[config.mk]
export PLATFORM = sky130hd
export DESIGN_NAME = inst_prefetch_queue
export DESIGN_NICKNAME = d
export VERILOG_FILES = /design/src/rtl/inst_prefetch_queue.sv
export SDC_FILE = /design/constraint.sdc
export NUM_CORES = 1
export LEC_CHECK = 0
export ABC_AREA = 1
export CORE_ASPECT_RATIO = 1.4
export CORE_MARGIN = 5
export CORE_UTILIZATION = 40
export CTS_CLUSTER_SIZE = 10
export DETAILED_ROUTE_END_ITERATION = 16
export GPL_ROUTABILITY_DRIVEN = 1
export PLACE_DENSITY_LB_ADDON = 0.25
export SETUP_SLACK_MARGIN = 0.4
export SLEW_MARGIN = 25
export SYNTH_ARGS = -nofsm -noshare
export SYNTH_HDL_FRONTEND = slang
export SYNTH_SLANG_ARGS = --single-unit
export TNS_END_PERCENT = 5
[constraint.sdc]
create_clock -name clk -period 7.68 [get_ports clk]
set_input_delay 0.768 -clock clk [delete_from_list [all_inputs] [get_ports clk]]
set_output_delay 0.768 -clock clk [all_outputs]
set_load 0.02 [all_outputs]
[src/rtl/inst_prefetch_queue.sv]
// Instruction prefetch queue: sequential fetch from fixed-latency imem into a show-ahead FIFO for decode.
// Optional same-cycle bypass of the returning word into an empty queue is enabled by defining PFQ_BYPASS_EN.
module inst_prefetch_queue #(
    parameter int          DEPTH    = 4,
    parameter logic [31:0] RESET_PC = 32'd0
) (
    input  logic                       clk,
    input  logic                       rst,
    input  logic                       redirect,
    input  logic [31:0]                redirect_pc,
    output logic                       imem_req,
    output logic [31:0]                imem_addr,
    input  logic [31:0]                imem_rdata,
    output logic                       deq_valid,
    output logic [31:0]                deq_inst,
    output logic [31:0]                deq_pc4,
    input  logic                       deq_ready,
    output logic [$clog2(DEPTH):0]     occupancy
);
    localparam int PTR_W = $clog2(DEPTH);
    localparam int CNT_W = PTR_W + 1;
    localparam logic [CNT_W-1:0] FULL = CNT_W'(DEPTH);

    logic [31:0]      fetch_pc;
    logic             inflight;
    logic [31:0]      inflight_pc;
    logic [31:0]      inst_mem [DEPTH];
    logic [31:0]      pc4_mem  [DEPTH];
    logic [PTR_W-1:0] rd_ptr, wr_ptr;
    logic [CNT_W-1:0] count;
    logic [CNT_W:0]   credit;
    logic             empty, push, pop, bypass;

    // An outstanding fetch already owns a slot, so a return can never find the queue full.
    assign credit    = {1'b0, count} + {{CNT_W{1'b0}}, inflight};
    assign empty     = (count == '0);
    assign imem_req  = ~rst & ~redirect & (credit < {1'b0, FULL});
    assign imem_addr = fetch_pc;

`ifdef PFQ_BYPASS_EN
    assign bypass = empty & inflight & ~redirect & deq_ready;
`else
    assign bypass = 1'b0;
`endif

    assign push      = inflight & ~redirect & ~bypass;
    assign pop       = ~empty & ~redirect & deq_ready;
    assign deq_valid = (~empty & ~redirect) | bypass;
    assign occupancy = count;

    always_comb begin
        deq_inst = '0;
        deq_pc4  = '0;
        if (bypass) begin
            deq_inst = imem_rdata;
            deq_pc4  = inflight_pc + 32'd4;
        end else if (!empty) begin
            deq_inst = inst_mem[rd_ptr];
            deq_pc4  = pc4_mem[rd_ptr];
        end
    end

    always_ff @(posedge clk or posedge rst) begin
        if (rst) begin
            fetch_pc    <= RESET_PC;
            inflight    <= 1'b0;
            inflight_pc <= '0;
            rd_ptr      <= '0;
            wr_ptr      <= '0;
            count       <= '0;
        end else begin
            inflight    <= imem_req;
            inflight_pc <= fetch_pc;
            if (redirect) begin
                fetch_pc <= {redirect_pc[31:2], 2'b00};
                rd_ptr   <= '0;
                wr_ptr   <= '0;
                count    <= '0;
            end else begin
                if (imem_req) fetch_pc <= fetch_pc + 32'd4;
                if (push) wr_ptr <= wr_ptr + 1'b1;
                if (pop)  rd_ptr <= rd_ptr + 1'b1;
                if (push && !pop)      count <= count + 1'b1;
                else if (pop && !push) count <= count - 1'b1;
            end
        end
    end

    always_ff @(posedge clk) begin
        if (push) begin
            assert (count != FULL);
            inst_mem[wr_ptr] <= imem_rdata;
            pc4_mem[wr_ptr]  <= inflight_pc + 32'd4;
        end
    end
endmodule

# == Word-level counts from Yosys, hierarchy flattened ==
# Memories as Yosys holds them, arrays and structs flattened.
# Index checks and enable logic that the tools add are counted.
# W data, S select, Z words.
# totals
regBits,72
latchBits,0
ramBits,256
mem_bits_ro,0
inputBits,68
elab_cells,46
memories,2
# op_classes
add_sub_neg,7
mul,0
div_mod_pow,0
n_lt_le_gt_ge,1
eq_ne,0
shift,0
mux,13
bitwise,8
n_reduce_logical,9
# memory_table
name,depth,word_bits,rd,rd_clocked_by_memory_dff,write_ports,line_no,source
inst_mem,4,32,1,0,1,27,logic [31:0] inst_mem [DEPTH];
pc4_mem,4,32,1,0,1,28,logic [31:0] pc4_mem [DEPTH];
# ops
cell,count
$mux W32,4
$add A32 B3 Y32 const B,2
$mux W3,3
$mux W2,4
$reduce_bool A2 Y1,3
$and A1 B1 Y1,5
$add A2 B1 Y2 const B,2
$add A3 B1 Y4,1
$lt A4 B3 Y1 const B,1
$add A3 B1 Y3 const B,1
$logic_not A3 Y1,1
$not A1 Y1,3
$reduce_bool A3 Y1,1
$sub A3 B1 Y3 const B,1
$logic_and A1 B1 Y1,2
$logic_not A1 Y1,2
$mux W1,2

# == Depth between registers and ports, before layout ==
# Gate-level depths: netlist of run 1.
# depth
word_depth,8
depth_mapped,12
depth_no_buf,12

# == Worst setup path after synthesis of run 1 ==
# No wires, ideal clock.
# synth_timing
path_type,input to register
start,input redirect
end,"memory inst_mem[0][0], enable pin"
arrival_time_ns,3.785
path_slack_ns,3.413
cell_stages,4
n_path_buf,1
path_cell_list,buf_4 > nor2_1 > inv_1 > nor2_1
# synth_between
elab_chain_cells,4
# synth_lines
element,line_no,source
start: declaration,9,"input logic redirect,"
$not A1 Y1,46,assign push = inflight & ~redirect & ~bypass;
$and A1 B1 Y1,46,
$mux W1,90,if (push) begin
$mux W1 (not written as such),92,inst_mem[wr_ptr] <= imem_rdata;
end: declaration,27,
# Every way passes these cells.

# == Worst setup path in the final report of run 1 ==
# layout_timing
start,register rd_ptr[1]
end,output deq_inst[31]
# layout_between
elab_chain_cells,2
# layout_lines
element,line_no,source
start: declaration,29,"logic [PTR_W-1:0] rd_ptr, wr_ptr;"
start signal: assignment,82,if (pop) rd_ptr <= rd_ptr + 1'b1;
$mem_v2 Z4 W32,--,
$mux W32,57,end else if (!empty) begin
end: declaration,15,"output logic [31:0] deq_inst,"
# Every way passes these cells.

==> results of run 1 <==
## state kept, by name, indices dropped and copies added, names as in the netlist
name and cells:
inflight 1, pc4_mem 120, inflight_pc 30, imem_addr 30, rd_ptr 2, wr_ptr 2, inst_mem 128, occupancy 3
## logic make-up after synthesis
logic type | Yosys count
DFF | 316
AOI/OAI and AO/OA | 232
xor gates and xnor gates | 32
other | 1
buffers and inverters | 128
adders and majority gates | 7
and+or+nand+nor | 597
## power groups by stage
stage | Combinational (W) | Sequential (W) | Clock [W]
detailed placement | 0.00105 | 0.00209 | 0
global placement | 0.00104 | 0.00209 | 0
finish | 0.00104 | 0.00206 | 0.00151
floorplan | 0.000566 | 0.00208 | 0
CTS | 0.00106 | 0.00206 | 0.00155
global route | 0.00112 | 0.00207 | 0.00162
## per-layer routing
metal,up-vias,wire (um)
met2,233,16500
met3,58,1360
met5,-,0
met4,0,981
met1,4622,13800
li1,4729,-
## worst paths after layout
kind                       slack (ps)                  endpoint
min in group asynchronous         870  imem_addr[9]$_DFFE_PP0P_
min                               450  inflight_pc[2]$_DFF_PP0_
max in group asynchronous        6190     rd_ptr[0]$_DFFE_PP0P_
max reg2reg                      5470  pc4_mem[1][28]$_DFFE_PP_
max                              3400              deq_inst[31]
min reg2reg                       450  inflight_pc[2]$_DFF_PP0_
## cell usage in the layout (no fill, tap or decap), drive strengths merged, types with 2 or more instances in the layout
master,Yosys,layout
nand2,198,198
buf,37,10
nand4,3,3
a22oi,21,21
o21bai,2,2
nand3,40,40
clkbuf,22,47
conb,1,4
clkdlybuf4s50,0,162
nand3b,6,6
o21ai,133,133
xor2,23,23
dfrtp,68,68
o211ai,6,6
inv,69,68
edfxtp,248,248
nor3,11,11
a21oi,66,66
xnor2,9,9
ha,6,6
clkinv,0,2
nor2,336,336
## cell usage after synthesis (all sizes together), types with 2 or more instances
library cell	n	share of area, %
dfrtp	68	12
nand3	40	1.5
edfxtp	248	54
xor2	23	1.5
nand4	3	0.14
nor3	11	0.43
o21bai	2	0.11
a22oi	21	1.1
ha	6	0.54
xnor2	9	0.57
o211ai	6	0.33
inv	69	1.9
a21oi	66	2.4
nor2	336	9.8
clkbuf	22	0.61
nand2	198	5.6
nand3b	6	0.33
o21ai	133	4.8
buf	37	1.7
## metrics by stage
stage,cells,hold WS [ps],util [%],cell area (um2)
4_1_cts,1928,460,49.4,16800
2_1_floorplan,1316,513,-,13900
3_3_place_gp,1880,442,46.4,15800
3_5_place_dp,1880,444,46.4,15800
5_1_grt,1928,495,49.4,16800
6_report,1928,455,49.4,16800
## layout make-up
cell class | instances | area share, %
inverter | 69 | 1.59
timing repair buffer | 172 | 10.1
clock inverter | 1 | 0.0966
sequential | 316 | 54.3
tap | 451 | 3.35
clock buffer | 47 | 5.91
multi-input combinational | 872 | 24.6
==> flow_summary.toml, run 1 <==
[synthesis]
synth_top_family_by_area = "simple AND/OR/NAND/NOR gates"
synth_compound_area_share_pct = 8.98
synthArstFlopShare_pct = 21.5
synth_area_um2 = 13800
muxShareOfSynthArea_pct = 0
synth-simple-area-share_pct = 18.0
synth_cell_types = 42
postSynthAreaPerCell_um2 = 10.5
synth_edf_count = 248
yosysSeqAreaShare_pct = 66.1
synthCells = 1313
synth_warnings = 0
synth_fa_ha_area_share_pct = 0.687
synth_seq_cells = 316
synth-main-ff-cell = "edfxtp_1"
synth_xor_area_share_pct = 2.02

[place]
post-place-ws_ps = 3830
dpl.hpwl_um = 19400
port_buffers = 162
place_congestion = 0.856

[setup_path]
crit_path_start = "rd_ptr[1]$_DFFE_PP0P_"
crit_chain = "buf_4 > inv_2 > buf_4 > nor2_1 > o21ai_0 > a21oi_1 > clkdlybuf4s50_1"
max_stage_delay_ps = 690
required_ps = 6910
cp-end-kind = "primary output"
start_kind = "flip-flop"
crit_type = "reg -> out"
crit_arrival_ps = 3510
crit_fanout = 62
reg2regPathDepth = 7
reg2reg_from = "inflight_pc[2]$_DFF_PP0_"
worst-path-buf-inv = 4
cp_top_family = "buffers and inverters"
cp_num_cells = 7
crit_slowest_cell = "dfrtp_2"
cp_common_cell = "buf_4"

[run]
cap_violations = 0

[timing]
worst_pin_slew_ps = 1000
relSlewSlack_pct = 33.0
rsz0062_at_grt = "false"
finalSetupTns_ps = 0
drv_slew = 0
timing.final.ws_setup_ps = 3400
post-route-min-period_ps = 4280
finalSetupViolations = 0
fin_crit_sh_pct = 55.7
hold_viol = 0
fmax_mhz = 234
finalClockSkew_ps = 22.1

[clock_network]
cts_root_buf = "clkbuf_16"
clkLatencyLatePin_ps = 520
cts_setup_buffers = 0
cts-resized-gates = 0
htreeDepth = 2
clkTransAtPathRegs_ps = 50
cts_tree = "built"
hold_buffers = 0
cts_buffers = 37
clock_sinks = 316
cts_buffer_depth = 3

[routing]
dr.pass1.iters = 5
drt_iter0_markers = 531
drc = 0
vias_per_cell = 5.00
drt-total-wl_um = 32700
wl_per_cell_um = 17.0
ant_nets = 0
vias = 9642

[floorplan]
coreArea_um2 = 34100
fp.dieArea_um2 = 38500
start_util_pct = 40.6
die_width_um = 167
fp.dieH_um = 230
row_count = 80
io-pin-count = 169

[min_path]
hp-start = "imem_addr[2]$_DFFE_PP0P_"
min_path_type = "reg -> reg"
hold_depth = 0

[global_routing]
track_usage_pct = 16.8
first_global_vias = 9763
use_met3_pct = 2.59
antenna_found_initial = 0
top_usage_layer = "met2"
grt_max_degree = 127
use_met1_pct = 20.9
grt.overflow.total = 0
globalRouteMet2Util_pct = 29.9
grt_pass1_wl_um = 51900

[power_and_ir_drop]
clkPwrFrac_pct = 32.8
intPower_w = 0.00326
switching_share_pct = 29.3
ir_worst_vdd_v = 0.000153
power.density_nw_per_um2 = 273
p_switching_w = 0.00135
pwr-share-comb_pct = 22.5
leakagePower_nw = 6.15
power_w = 0.00460
p_seq_share_pct = 44.6

[cells_and_area]
nFillCells = 3092
drive_gt1_share_pct = 6.23
area_growth_syn_to_layout_pct = 21.6
final_nets = 1543
regArea_um2 = 9150
antenna_cells = 0
multi_input_area_um2 = 4150

[status]
status = "complete, no violations"
(Power assumes the default switching activity.)
==> run 2: changes to the inputs <==
==> constraint.sdc (replaced) <==
create_clock -name clk -period 3.7 [get_ports clk]
set_input_delay 0.37 -clock clk [delete_from_list [all_inputs] [get_ports clk]]
set_output_delay 0.37 -clock clk [all_outputs]
set_load 0.02 [all_outputs]
==> run 2 against run 1 <==
  * Cell count up 0.41%
  * Clock skew down 12 ps
  * Cell area up 1.2%
  * Non-clock buffer count up 4
  * Die area unchanged
  * Combinational power up 110%
  * Wire length up 1.0%
  * Setup slack worse by 2800 ps
  * Critical path depth down 2
  * Via count up 0.13%
  * First-iteration DRC count up 4.3%
  * Critical path type unchanged
  * Largest power group unchanged
  * Highest routed layer unchanged
==> flow_summary.toml, run 2 (same netlist as run 1, synthesis figures left out) <==
[status]
status = "complete, no violations"

[floorplan]
start_util_pct = 40.6
fp.dieArea_um2 = 38500
row_count = 80
fp.dieH_um = 230
die_width_um = 167
coreArea_um2 = 34100
io-pin-count = 169

[timing]
hold_viol = 0
post-route-min-period_ps = 3140
finalClockSkew_ps = 10.4
rsz0062_at_grt = "false"
fin_crit_sh_pct = 84.9
relSlewSlack_pct = 41.2
finalSetupTns_ps = 0
worst_pin_slew_ps = 882
drv_slew = 0
finalSetupViolations = 0
fmax_mhz = 318

[routing]
dr.pass1.iters = 5
vias = 9655
drt-total-wl_um = 33000
wl_per_cell_um = 17.1
drt_iter0_markers = 554
ant_nets = 0
vias_per_cell = 4.99
drc = 0

[cells_and_area]
nFillCells = 3060
layout_commonest_cell = "nor2_1"
final_cell_mix = "nor2_1, edfxtp_1, nand2_1"
regMostFlops = "inst_mem"
antenna_cells = 0
finish.instance_area_um2 = 17000
largest_reg_flops = 128
largestRegisters = "inst_mem (128), pc4_mem (120)"
drive_gt1_share_pct = 6.73
final_nets = 1548
area_growth_syn_to_layout_pct = 23.1

[global_routing]
track_usage_pct = 16.8
first_global_vias = 9797
grt.overflow.total = 0
grt_pass1_wl_um = 52000
antenna_found_initial = 0
grt_max_degree = 65

[setup_path]
cp-end-kind = "primary output"
crit_type = "reg -> out"
start_kind = "flip-flop"
crit_fanout = 38
crit_arrival_ps = 2770
required_ps = 3330

[place]
place_congestion = 0.841
place_area_um2 = 16000
dpl.hpwl_um = 20200
port_buffers = 162

[clock_network]
cts_tree = "built"
clock_sinks = 316
clkLatencyLatePin_ps = 510
htreeDepth = 2
cts_buffers = 38
cts_buffer_depth = 3
cts_root_buf = "clkbuf_16"
clkTransAtPathRegs_ps = 60

[run]
cap_violations = 0

[min_path]
min_path_type = "in -> async"

[power_and_ir_drop]
leakagePower_nw = 6.24
power.density_nw_per_um2 = 573
ir_worst_vdd_v = 0.000349
-- run 2: changes by cell type in the layout (fill, tap and decap cells not counted) --
cell,before,now
bufinv_16,0,1
buf_12,0,8
inv_4,1,3
clkbuf_8,1,2
clkinv_8,1,0
buf_4,10,4
buf_6,0,2
clkbuf_16,38,39
-- run 2: path summary, 6_finish.rpt --
check	start	to	slack, ps	cells after the start
setup / recovery	rd_ptr[0]$_DFFE_PP0P_	deq_inst[26]	560	5
hold / removal	rst	imem_addr[10]$_DFFE_PP0P_	320	2
setup reg to reg	inflight_pc[2]$_DFF_PP0_	pc4_mem[2][28]$_DFFE_PP_	1480	7
hold reg to reg	imem_addr[2]$_DFFE_PP0P_	inflight_pc[2]$_DFF_PP0_	440	0
max in group asynchronous	rst	imem_addr[29]$_DFFE_PP0P_	2590	3
min in group clk	imem_addr[2]$_DFFE_PP0P_	inflight_pc[2]$_DFF_PP0_	440	0
-- run 2: area by class of cell --
class | instances | area (um2) | area share [%]
multi-input cells | 872 | 4150 | 24.4
well taps | 451 | 564 | 3.31
flip-flops and latches | 316 | 9150 | 53.7
clock inverters | 3 | 45.0 | 0.264
inverters | 69 | 265 | 1.56
repair buffers | 176 | 1830 | 10.8
clock buffers | 49 | 1030 | 6.06
-- run 2: per-layer routing --
layer	global-route usage (%)	wire, um	vias to the layer above
met2	29.8	16800	229
met4	6.01	901	0
met5	0	0	-
met3	2.56	1360	52
met1	21.0	14000	4626
li1	-	-	4748
-- run 2: what timing repair did --
item | 4_1_cts | 5_1_grt
hold buffers | 0 | 0
resized for setup | 0 | 2
endpoints found under the setup margin | 0 | 20
buffers inserted | 0 | 0
-- run 2: critical path, stage by stage, from the launching register on --
cell and delay, ps:
dfrtp_4 630, inv_4 280, buf_6 300, o21ai_0 130, a21oi_1 240, clkdlybuf4s50_1 650
-- run 2: metrics by stage --
step | power (W) | utilization, % | cells | hold slack [ps] | worst slack [ps]
detailed placement | 0.00656 | 46.8 | 1884 | 439 | 957
floorplan | 0.00550 | - | 1316 | 469 | -169
global route | 0.0102 | 49.9 | 1936 | 385 | 401
finish | 0.00977 | 49.9 | 1936 | 316 | 559
CTS | 0.00989 | 49.9 | 1936 | 421 | 402
global placement | 0.00654 | 46.8 | 1884 | 441 | 978
-- run 2: where the power goes --
group	switching (W)	total, W	leakage, nW	internal (W)
combinational	0.00134	0.00222	2.65	0.000873
clock	0.00130	0.00331	0.528	0.00200
sequential	0.000195	0.00425	3.06	0.00406
